===== src/rtl/frog_motion_ctrl.sv =====
// Frog position controller: debounced four-way movement clamped to the playfield,
// top-row arrival detection and a blinking death/respawn sequence.
module frog_motion_ctrl #(
    parameter int GRID_W          = 20,
    parameter int GRID_H          = 15,
    parameter int START_X         = 10,
    parameter int DEBOUNCE_CYCLES = 250000,
    parameter int DEATH_HOLD      = 12500000,
    parameter int BLINK_CYCLES    = 3125000
) (
    input  logic       clk,
    input  logic       reset,
    input  logic       i_Switch_1,
    input  logic       i_Switch_2,
    input  logic       i_Switch_3,
    input  logic       i_Switch_4,
    input  logic       collision,
    input  logic       reset_frog,
    output logic [4:0] frog_x,
    output logic [3:0] frog_y,
    output logic       frog_at_top,
    output logic       frog_dead,
    output logic       frog_visible
);

    localparam int DB_W    = $clog2(DEBOUNCE_CYCLES + 1);
    localparam int HOLD_W  = $clog2(DEATH_HOLD + 1);
    localparam int BLINK_W = $clog2(BLINK_CYCLES + 1);

    localparam logic [4:0]         START_X_C    = 5'(START_X);
    localparam logic [3:0]         START_Y_C    = 4'(GRID_H - 1);
    localparam logic [4:0]         MAX_X_C      = 5'(GRID_W - 1);
    localparam logic [DB_W-1:0]    DB_LAST_C    = DB_W'(DEBOUNCE_CYCLES - 1);
    localparam logic [HOLD_W-1:0]  HOLD_LAST_C  = HOLD_W'(DEATH_HOLD - 1);
    localparam logic [BLINK_W-1:0] BLINK_LAST_C = BLINK_W'(BLINK_CYCLES - 1);

    typedef enum logic [1:0] {
        ST_PLAY   = 2'd0,
        ST_AT_TOP = 2'd1,
        ST_DEAD   = 2'd2
    } state_t;

    // bit 0 up, bit 1 down, bit 2 left, bit 3 right
    logic [3:0]         sw_raw_s;
    logic [3:0]         sync1_r;
    logic [3:0]         sync2_r;
    logic [3:0]         deb_r;
    logic [3:0]         deb_d_r;
    logic [3:0]         press_r;
    logic [DB_W-1:0]    db_cnt_r [4];
    state_t             state_r;
    logic [HOLD_W-1:0]  hold_cnt_r;
    logic [BLINK_W-1:0] blink_cnt_r;
    logic [4:0]         next_x_s;
    logic [3:0]         next_y_s;

    assign sw_raw_s = {i_Switch_4, i_Switch_3, i_Switch_2, i_Switch_1};

    // Synchronize, debounce and register the rising-edge press events of each switch
    always_ff @(posedge clk) begin
        if (reset) begin
            sync1_r <= 4'd0;
            sync2_r <= 4'd0;
            deb_r   <= 4'd0;
            deb_d_r <= 4'd0;
            press_r <= 4'd0;
            for (int i = 0; i < 4; i++) begin
                db_cnt_r[i] <= '0;
            end
        end else begin
            sync1_r <= sw_raw_s;
            sync2_r <= sync1_r;
            deb_d_r <= deb_r;
            press_r <= deb_r & ~deb_d_r;
            for (int i = 0; i < 4; i++) begin
                if (sync2_r[i] != deb_r[i]) begin
                    if (db_cnt_r[i] == DB_LAST_C) begin
                        deb_r[i]    <= sync2_r[i];
                        db_cnt_r[i] <= '0;
                    end else begin
                        db_cnt_r[i] <= db_cnt_r[i] + DB_W'(1);
                    end
                end else begin
                    db_cnt_r[i] <= '0;
                end
            end
        end
    end

    // Candidate position: highest-priority press event, clamped to the playfield
    always_comb begin
        next_x_s = frog_x;
        next_y_s = frog_y;
        if (press_r[0]) begin
            if (frog_y != 4'd0) next_y_s = frog_y - 4'd1;
            else                next_y_s = frog_y;
        end else if (press_r[1]) begin
            if (frog_y != START_Y_C) next_y_s = frog_y + 4'd1;
            else                     next_y_s = frog_y;
        end else if (press_r[2]) begin
            if (frog_x != 5'd0) next_x_s = frog_x - 5'd1;
            else                next_x_s = frog_x;
        end else if (press_r[3]) begin
            if (frog_x != MAX_X_C) next_x_s = frog_x + 5'd1;
            else                   next_x_s = frog_x;
        end else begin
            next_x_s = frog_x;
            next_y_s = frog_y;
        end
    end

    // Play / top-reached / death state machine with registered outputs
    always_ff @(posedge clk) begin
        if (reset) begin
            state_r      <= ST_PLAY;
            frog_x       <= START_X_C;
            frog_y       <= START_Y_C;
            frog_at_top  <= 1'b0;
            frog_dead    <= 1'b0;
            frog_visible <= 1'b1;
            hold_cnt_r   <= '0;
            blink_cnt_r  <= '0;
        end else begin
            frog_at_top <= 1'b0;
            frog_dead   <= 1'b0;
            case (state_r)
                ST_PLAY: begin
                    frog_visible <= 1'b1;
                    if (collision) begin
                        state_r     <= ST_DEAD;
                        frog_dead   <= 1'b1;
                        hold_cnt_r  <= '0;
                        blink_cnt_r <= '0;
                    end else if (reset_frog) begin
                        frog_x <= START_X_C;
                        frog_y <= START_Y_C;
                    end else begin
                        frog_x <= next_x_s;
                        frog_y <= next_y_s;
                        if (next_y_s == 4'd0) begin
                            state_r     <= ST_AT_TOP;
                            frog_at_top <= 1'b1;
                        end else begin
                            state_r <= ST_PLAY;
                        end
                    end
                end
                ST_AT_TOP: begin
                    frog_visible <= 1'b1;
                    if (reset_frog) begin
                        frog_x  <= START_X_C;
                        frog_y  <= START_Y_C;
                        state_r <= ST_PLAY;
                    end else begin
                        state_r <= ST_AT_TOP;
                    end
                end
                ST_DEAD: begin
                    if (hold_cnt_r == HOLD_LAST_C) begin
                        state_r      <= ST_PLAY;
                        frog_x       <= START_X_C;
                        frog_y       <= START_Y_C;
                        frog_visible <= 1'b1;
                        hold_cnt_r   <= '0;
                        blink_cnt_r  <= '0;
                    end else begin
                        hold_cnt_r <= hold_cnt_r + HOLD_W'(1);
                        if (blink_cnt_r == BLINK_LAST_C) begin
                            blink_cnt_r  <= '0;
                            frog_visible <= ~frog_visible;
                        end else begin
                            blink_cnt_r <= blink_cnt_r + BLINK_W'(1);
                        end
                    end
                end
                default: begin
                    state_r      <= ST_PLAY;
                    frog_visible <= 1'b1;
                end
            endcase
        end
    end

endmodule


===== config.mk =====
export PLATFORM = sky130hd
export DESIGN_NAME = frog_motion_ctrl
export DESIGN_NICKNAME = d
export VERILOG_FILES = /design/src/rtl/frog_motion_ctrl.sv
export SDC_FILE = /design/constraint.sdc
export NUM_CORES = 1
export LEC_CHECK = 0
export ABC_AREA = 1
export CAP_MARGIN = 20
export CORE_MARGIN = 2
export CORE_UTILIZATION = 31
export DETAILED_ROUTE_END_ITERATION = 6
export PLACE_DENSITY_LB_ADDON = 0.2
export SLEW_MARGIN = 10
export SYNTH_ARGS = -nofsm -noshare
export SYNTH_HDL_FRONTEND = slang
export SYNTH_SLANG_ARGS = --single-unit

===== constraint.sdc =====
create_clock -name clk -period 2 [get_ports clk]
set_clock_uncertainty 0.1 [all_clocks]
set_input_delay 0.3 -clock clk [delete_from_list [all_inputs] [get_ports clk]]
set_output_delay 0.3 -clock clk [all_outputs]
set_load 0.05 [all_outputs]

==> flow_metrics.env, run 1 <==
export IMPL_async_reset_ff_share_pct=0
export IMPL_core_sq_um=26200
export IMPL_cp_slowest_cell="clkdlybuf4s50_1"
export IMPL_report_power_total_w=0.00756
export IMPL_drive_above_1_share_pct=15.1
export IMPL_min_period_over_period_pct=96.9
export IMPL_antenna_found_initial=0
export IMPL_p_per_area_nw_per_um2=740
export IMPL_netlist_area_sq_um=8310
export IMPL_die_area_sq_um=28100
export IMPL_ys_seq_elements=152
export IMPL_synthDominantCellAreaShare_pct=26.0
export IMPL_place_area_sq_um=9460
export IMPL_area_delta_synth_final_pct=23.0
export IMPL_overflow=0
export IMPL_utilization_pct=39.0
export IMPL_h_tree_depth=4
export IMPL_cp_cell_sequence="clkdlybuf4s50_1"
export IMPL_post_synth_top_count_cell="nand2_1"
export IMPL_portBuffers=19
export IMPL_required_ps=1600
export IMPL_yosysTopAreaCell="edfxtp_1"
export IMPL_ys_types=50
export IMPL_ir_worst_vdd_mv=0.421
export IMPL_grt_pass1_vias=6665
export IMPL_grt_max_degree=26
export IMPL_crit_path_start_kind="flop"
export IMPL_drc=0
export IMPL_viasPerCell=4.50
export IMPL_via_count=6993
export IMPL_numCtsBuffers=17
export IMPL_cap_violations=0
export IMPL_whs_ps=289
export IMPL_finalSetupViolCount=0
export IMPL_rows=59
export IMPL_critical_path_buf_inv_count=1
export IMPL_finalCriticalPeriod_ps=1940
export IMPL_status="finished clean"
export IMPL_hpwl_um=13400
export IMPL_layout_nets=1231
export IMPL_worstMarginPinSlew_ps=508
export IMPL_synth_edff_count=72
export IMPL_drtIter0Drc=274
export IMPL_cts_path_max_buffers=2
export IMPL_crit_type="flop to primary output"
export IMPL_ys_flop_type="dfxtp_1"
export IMPL_arrival_ps=1540
export IMPL_regArea_sq_um=3770
export IMPL_synth_cells_most_frequent="188 x nand2_1, 170 x nor2_1, 121 x inv_1"
export IMPL_grt_pass1_wl_um=30900
export IMPL_seq_area_frac_synth_pct=45.3
export IMPL_n_fill_cell=2766
export IMPL_timing_fmax_mhz=516
export IMPL_final_area_sq_um=10200
export IMPL_max_slew_margin_pct=66.1
export IMPL_gp_congestion=0.791
export IMPL_wl_per_cell_um=11.6
export IMPL_grt_usage_pct=13.4
export IMPL_cp_top_family="buffers and inverters"
export IMPL_n_antenna_cell=0
export IMPL_final_antenna_net_count=0
export IMPL_cts_tree="built"
export IMPL_critPathMaxStageDelay_ps=800
export IMPL_yosys_top_cells_area="edfxtp_1 26%, dfxtp_1 19%, nand2_1 8.5%"
export IMPL_root_buffer="clkbuf_16"
export IMPL_cp_end_kind="primary output"
export IMPL_clock_sinks=152
export IMPL_avgSynthCellArea_sq_um=7.86
export IMPL_yosys_warnings=0
export IMPL_wl_um=18000
export IMPL_multi_input_area_sq_um=4340
export IMPL_io_pin_count=20
export IMPL_synth_cells=1058
export IMPL_chipHeight_um=168
export IMPL_slew_viol_final=0
export IMPL_worst_path_max_fanout=1
export IMPL_hold_viol=0
export IMPL_initial_core_util_pct=31.7
export IMPL_die_x_um=168
export IMPL_hp_class="flop to flop"
export IMPL_leakage_nw=4.06
export IMPL_clk_latency_ps=430
export IMPL_firstDrtPassIters=5
export IMPL_clkTransAtPathRegs_ps=60
## layer usage
| metal | routed length [um] | track usage [%] | part of all wire (%) | vias up |
|---|---|---|---|---|
| met5 | 0 | 0 | 0 | - |
| met1 | 9100 | 17.8 | 50 | 3172 |
| met3 | 589 | 2.93 | 3.3 | 18 |
| li1 | - | - | - | 3741 |
| met4 | 298 | 4.76 | 1.7 | 0 |
| met2 | 8060 | 21.5 | 45 | 62 |
## timing repair
action | CTS | global route
pin swaps | 0 | 7
endpoints found under the hold margin | 0 | 0
endpoints found under the setup margin | 2 | 82
hold buffers | 0 | 0
cloned | 0 | 2
buffers inserted | 1 | 5
gates resized for setup | 1 | 31
## cell usage in the layout (no fill, tap or decap), types with 8 or more instances in the layout
cell type / instances
a21oi_1: 53
edfxtp_1: 72
nor2_2: 11
inv_1: 121
inv_2: 12
clkdlybuf4s50_1: 8
o21ai_1: 13
nor3_2: 8
nor2_1: 166
buf_4: 60
xor2_1: 25
ha_1: 13
nand2_2: 10
o21ai_0: 21
nand3_1: 67
nor3_1: 51
conb_1: 72
dfxtp_1: 77
nand3_2: 8
nor2_4: 8
nand2_1: 186
clkbuf_16: 17
nand4_1: 35
xnor2_1: 10
## metrics by stage
stage | setup slack (ps) | TNS (ps) | cells
3_3_place_gp | -44.4 | -171 | 1514
5_1_grt | -9.74 | -23.3 | 1554
4_1_cts | 15.4 | 0 | 1547
6_report | 61.9 | 0 | 1554
2_1_floorplan | 57.9 | 0 | 1129
3_5_place_dp | -58.5 | -291 | 1514
## registers in the layout, summed over array words and instances (netlist names)
register / count
db_cnt_r: 72
hold_cnt_r: 24
blink_cnt_r: 22
frog_x: 5
deb_d_r: 4
deb_r: 4
frog_y: 4
press_r: 4
sync1_r: 4
sync2_r: 4
state_r: 2
frog_at_top: 1
frog_dead: 1
frog_visible: 1
## power by group
group / switching, W / total [W] / internal [W]
Combinational: 0.000605 / 0.000927 / 0.000322
Clock: 0.00140 / 0.00315 / 0.00175
Sequential: 0.000124 / 0.00349 / 0.00337
## cells by family (layout without fill, tap and decap cells)
family / after synthesis / after routing / share of synthesized area, %
other: 1 / 72 / 0.0451
adders and majority gates: 17 / 17 / 2.65
AOI/OAI and AO/OA: 105 / 105 / 6.82
xor gates and xnor gates: 35 / 35 / 3.69
buffers and inverters: 153 / 241 / 7.44
and+or+nand+nor: 595 / 597 / 34.1
DFF: 152 / 152 / 45.3
## cell type report
class | count | area share, %
Tap cell | 335 | 4.10
Sequential cell | 152 | 36.9
Clock buffer | 18 | 4.20
Timing Repair Buffer | 73 | 6.01
Multi-Input combinational cell | 826 | 42.4
Clock inverter | 14 | 1.36
Inverter | 136 | 5.03
## final timing paths
path	from	cells past startpoint	slack [ps]	endpoint
max	frog_at_top	1	60	frog_at_top
min	deb_d_r[3]	1	290	press_r[3]
max reg2reg	db_cnt_r[0][0]	9	130	db_cnt_r[0][16]
min reg2reg	deb_d_r[3]	1	290	press_r[3]
No activity file was read; power rests on OpenSTA's default activity.
==> inputs of run 2 (changes only) <==
Settings changed: CORE_MARGIN 2 to 4, CORE_UTILIZATION 31 to 25.
==> flow_metrics.env, run 2 (synthesized netlist as in run 1, its figures left out) <==
export IMPL_status="finished clean"
export IMPL_tns_ps=0
export IMPL_regMostFlops="db_cnt_r"
export IMPL_worst_path_max_fanout=5
export IMPL_rsz0062_at_grt="yes"
export IMPL_critical_path_buf_inv_count=2
export IMPL_drive_above_1_share_pct=17.0
export IMPL_layout_nets=1245
export IMPL_grt_usage_pct=10.8
export IMPL_required_ps=2070
export IMPL_die_x_um=190
export IMPL_numCtsBuffers=17
export IMPL_slew_viol_final=0
export IMPL_cp_slowest_cell="edfxtp_1"
export IMPL_drtIter0Drc=371
export IMPL_final_area_sq_um=10600
export IMPL_reg2reg_slack_ps=30
export IMPL_ir_worst_vdd_mv=0.646
export IMPL_n_fill_cell=3519
export IMPL_multi_input_area_sq_um=4380
export IMPL_chipHeight_um=190
export IMPL_switching_power_w=0.00216
export IMPL_leakage_nw=4.23
export IMPL_via_count=7038
export IMPL_core_sq_um=32700
export IMPL_worstMarginPinSlew_ps=528
export IMPL_overflow=0
export IMPL_viasPerCell=4.20
export IMPL_portBuffers=19
export IMPL_root_buffer="clkbuf_16"
export IMPL_firstDrtPassIters=7
export IMPL_utilization_pct=32.5
export IMPL_drc=0
export IMPL_rows=66
export IMPL_layout_common_cells="184 x nand2_1, 162 x nor2_1, 121 x inv_1"
export IMPL_finalCriticalPeriod_ps=1970
export IMPL_finalSetupViolCount=0
export IMPL_p_sw_share_pct=27.1
export IMPL_initial_core_util_pct=25.4
export IMPL_gp_congestion=0.838
export IMPL_critPathMaxStageDelay_ps=360
export IMPL_hold_viol=0
export IMPL_clkPwrFrac_pct=44.0
export IMPL_clkTransAtPathRegs_ps=60
export IMPL_cts_hold_buffers_added=0
export IMPL_timing_fmax_mhz=508
export IMPL_antenna_found_initial=0
export IMPL_wl_per_cell_um=11.5
export IMPL_cpMostUsedCell="nand2_2"
export IMPL_min_period_over_period_pct=98.4
export IMPL_pwr_share_seq_pct=43.7
export IMPL_cts_path_max_buffers=2
export IMPL_area_delta_synth_final_pct=27.7
export IMPL_hpwl_um=14000
export IMPL_wl_um=19200
export IMPL_cap_violations=0
export IMPL_n_antenna_cell=0
export IMPL_die_area_sq_um=36200
export IMPL_h_tree_depth=4
export IMPL_cts_tree="built"
export IMPL_cp_top_family="simple AND/OR/NAND/NOR gates"
export IMPL_crit_path_start_kind="flop"
export IMPL_grt_pass1_vias=6763
export IMPL_p_int_w=0.00583
export IMPL_max_slew_margin_pct=64.8
export IMPL_regArea_sq_um=3770
export IMPL_io_pin_count=20
export IMPL_final_antenna_net_count=0
export IMPL_clock_sinks=152
export IMPL_layout_commonest_cell="nand2_1"
export IMPL_p_comb_share_pct=12.4
export IMPL_arrival_ps=2040
export IMPL_grt_pass1_wl_um=32200
export IMPL_p_per_area_nw_per_um2=752
export IMPL_cp_cell_sequence="ha_2 > nand2_2 > inv_2 > nand2_2 > or2_1 > nor3_1 > nand2_1 > nand2_4 > buf_12 > a211oi_2"
export IMPL_clk_latency_ps=440
export IMPL_hp_class="flop to flop"
export IMPL_whs_ps=288
export IMPL_grt_max_degree=26
export IMPL_largestRegisters="db_cnt_r x72, hold_cnt_r x24, blink_cnt_r x22"
export IMPL_largest_register_ffs=72
export IMPL_crit_type="flop to flop"
export IMPL_place_area_sq_um=9670
export IMPL_cp_end_kind="flop"
==> run 2: changes by cell type in the layout (fill, tap and decap cells not counted), moves of 2 or more <==
cell / delta
clkinvlp_4: -4
buf_4: +11
nand2_1: -2
nor2_1: -4
inv_6: -3
ha_2: +2
clkbuf_16: +3
nand2_4: +2
ha_1: -2
clkinv_4: +3
clkbuf_8: +3
nor2_2: +4
==> run 2: worst paths after layout <==
kind | cells past startpoint | from | end
worst max-delay path | 10 | db_cnt_r[2][0] | db_cnt_r[2][7]
worst min-delay path | 1 | deb_d_r[3] | press_r[3]
worst max register to register | 10 | db_cnt_r[2][0] | db_cnt_r[2][7]
worst min register to register | 1 | deb_d_r[3] | press_r[3]
==> run 2: layer usage <==
metal  global-route usage [%]  part of all wire [%]  vias to the layer above
met2                     17.1                    45                       58
met5                        0                     0                        -
li1                         -                     -                     3765
met1                     14.5                    50                     3196
met3                     2.65                   2.8                       19
met4                     4.01                   2.1                        0
==> run 2: repair_timing <==
item | CTS | global route
resized for setup | 0 | 48
buffers inserted | 0 | 9
endpoints found under the setup margin | 0 | 87
==> run 2: metrics by stage <==
stage,std cells,setup slack [ps],total power (W)
floorplan,1129,57.9,0.00415
global placement,1631,-70.5,0.00450
detailed placement,1631,-86.1,0.00450
CTS,1663,21.2,0.00807
global route,1675,-76.6,0.00838
finish,1675,31.7,0.00799
==> run 2: cell type report <==
type,instances,area share (%)
clock buffer,22,4.87
clock inverter,10,1.21
tap,442,5.21
inverter,136,4.87
timing repair buffer,87,7.05
sequential,152,35.5
multi-input combinational,826,41.3
==> run 2: power by group through the flow <==
stage | Clock (W) | Sequential [W] | Combinational [W]
floorplan | 0 | 0.00363 | 0.000520
global placement | 0 | 0.00355 | 0.000946
detailed placement | 0 | 0.00355 | 0.000945
CTS | 0.00364 | 0.00348 | 0.000949
global route | 0.00377 | 0.00351 | 0.00111
finish | 0.00351 | 0.00349 | 0.000987
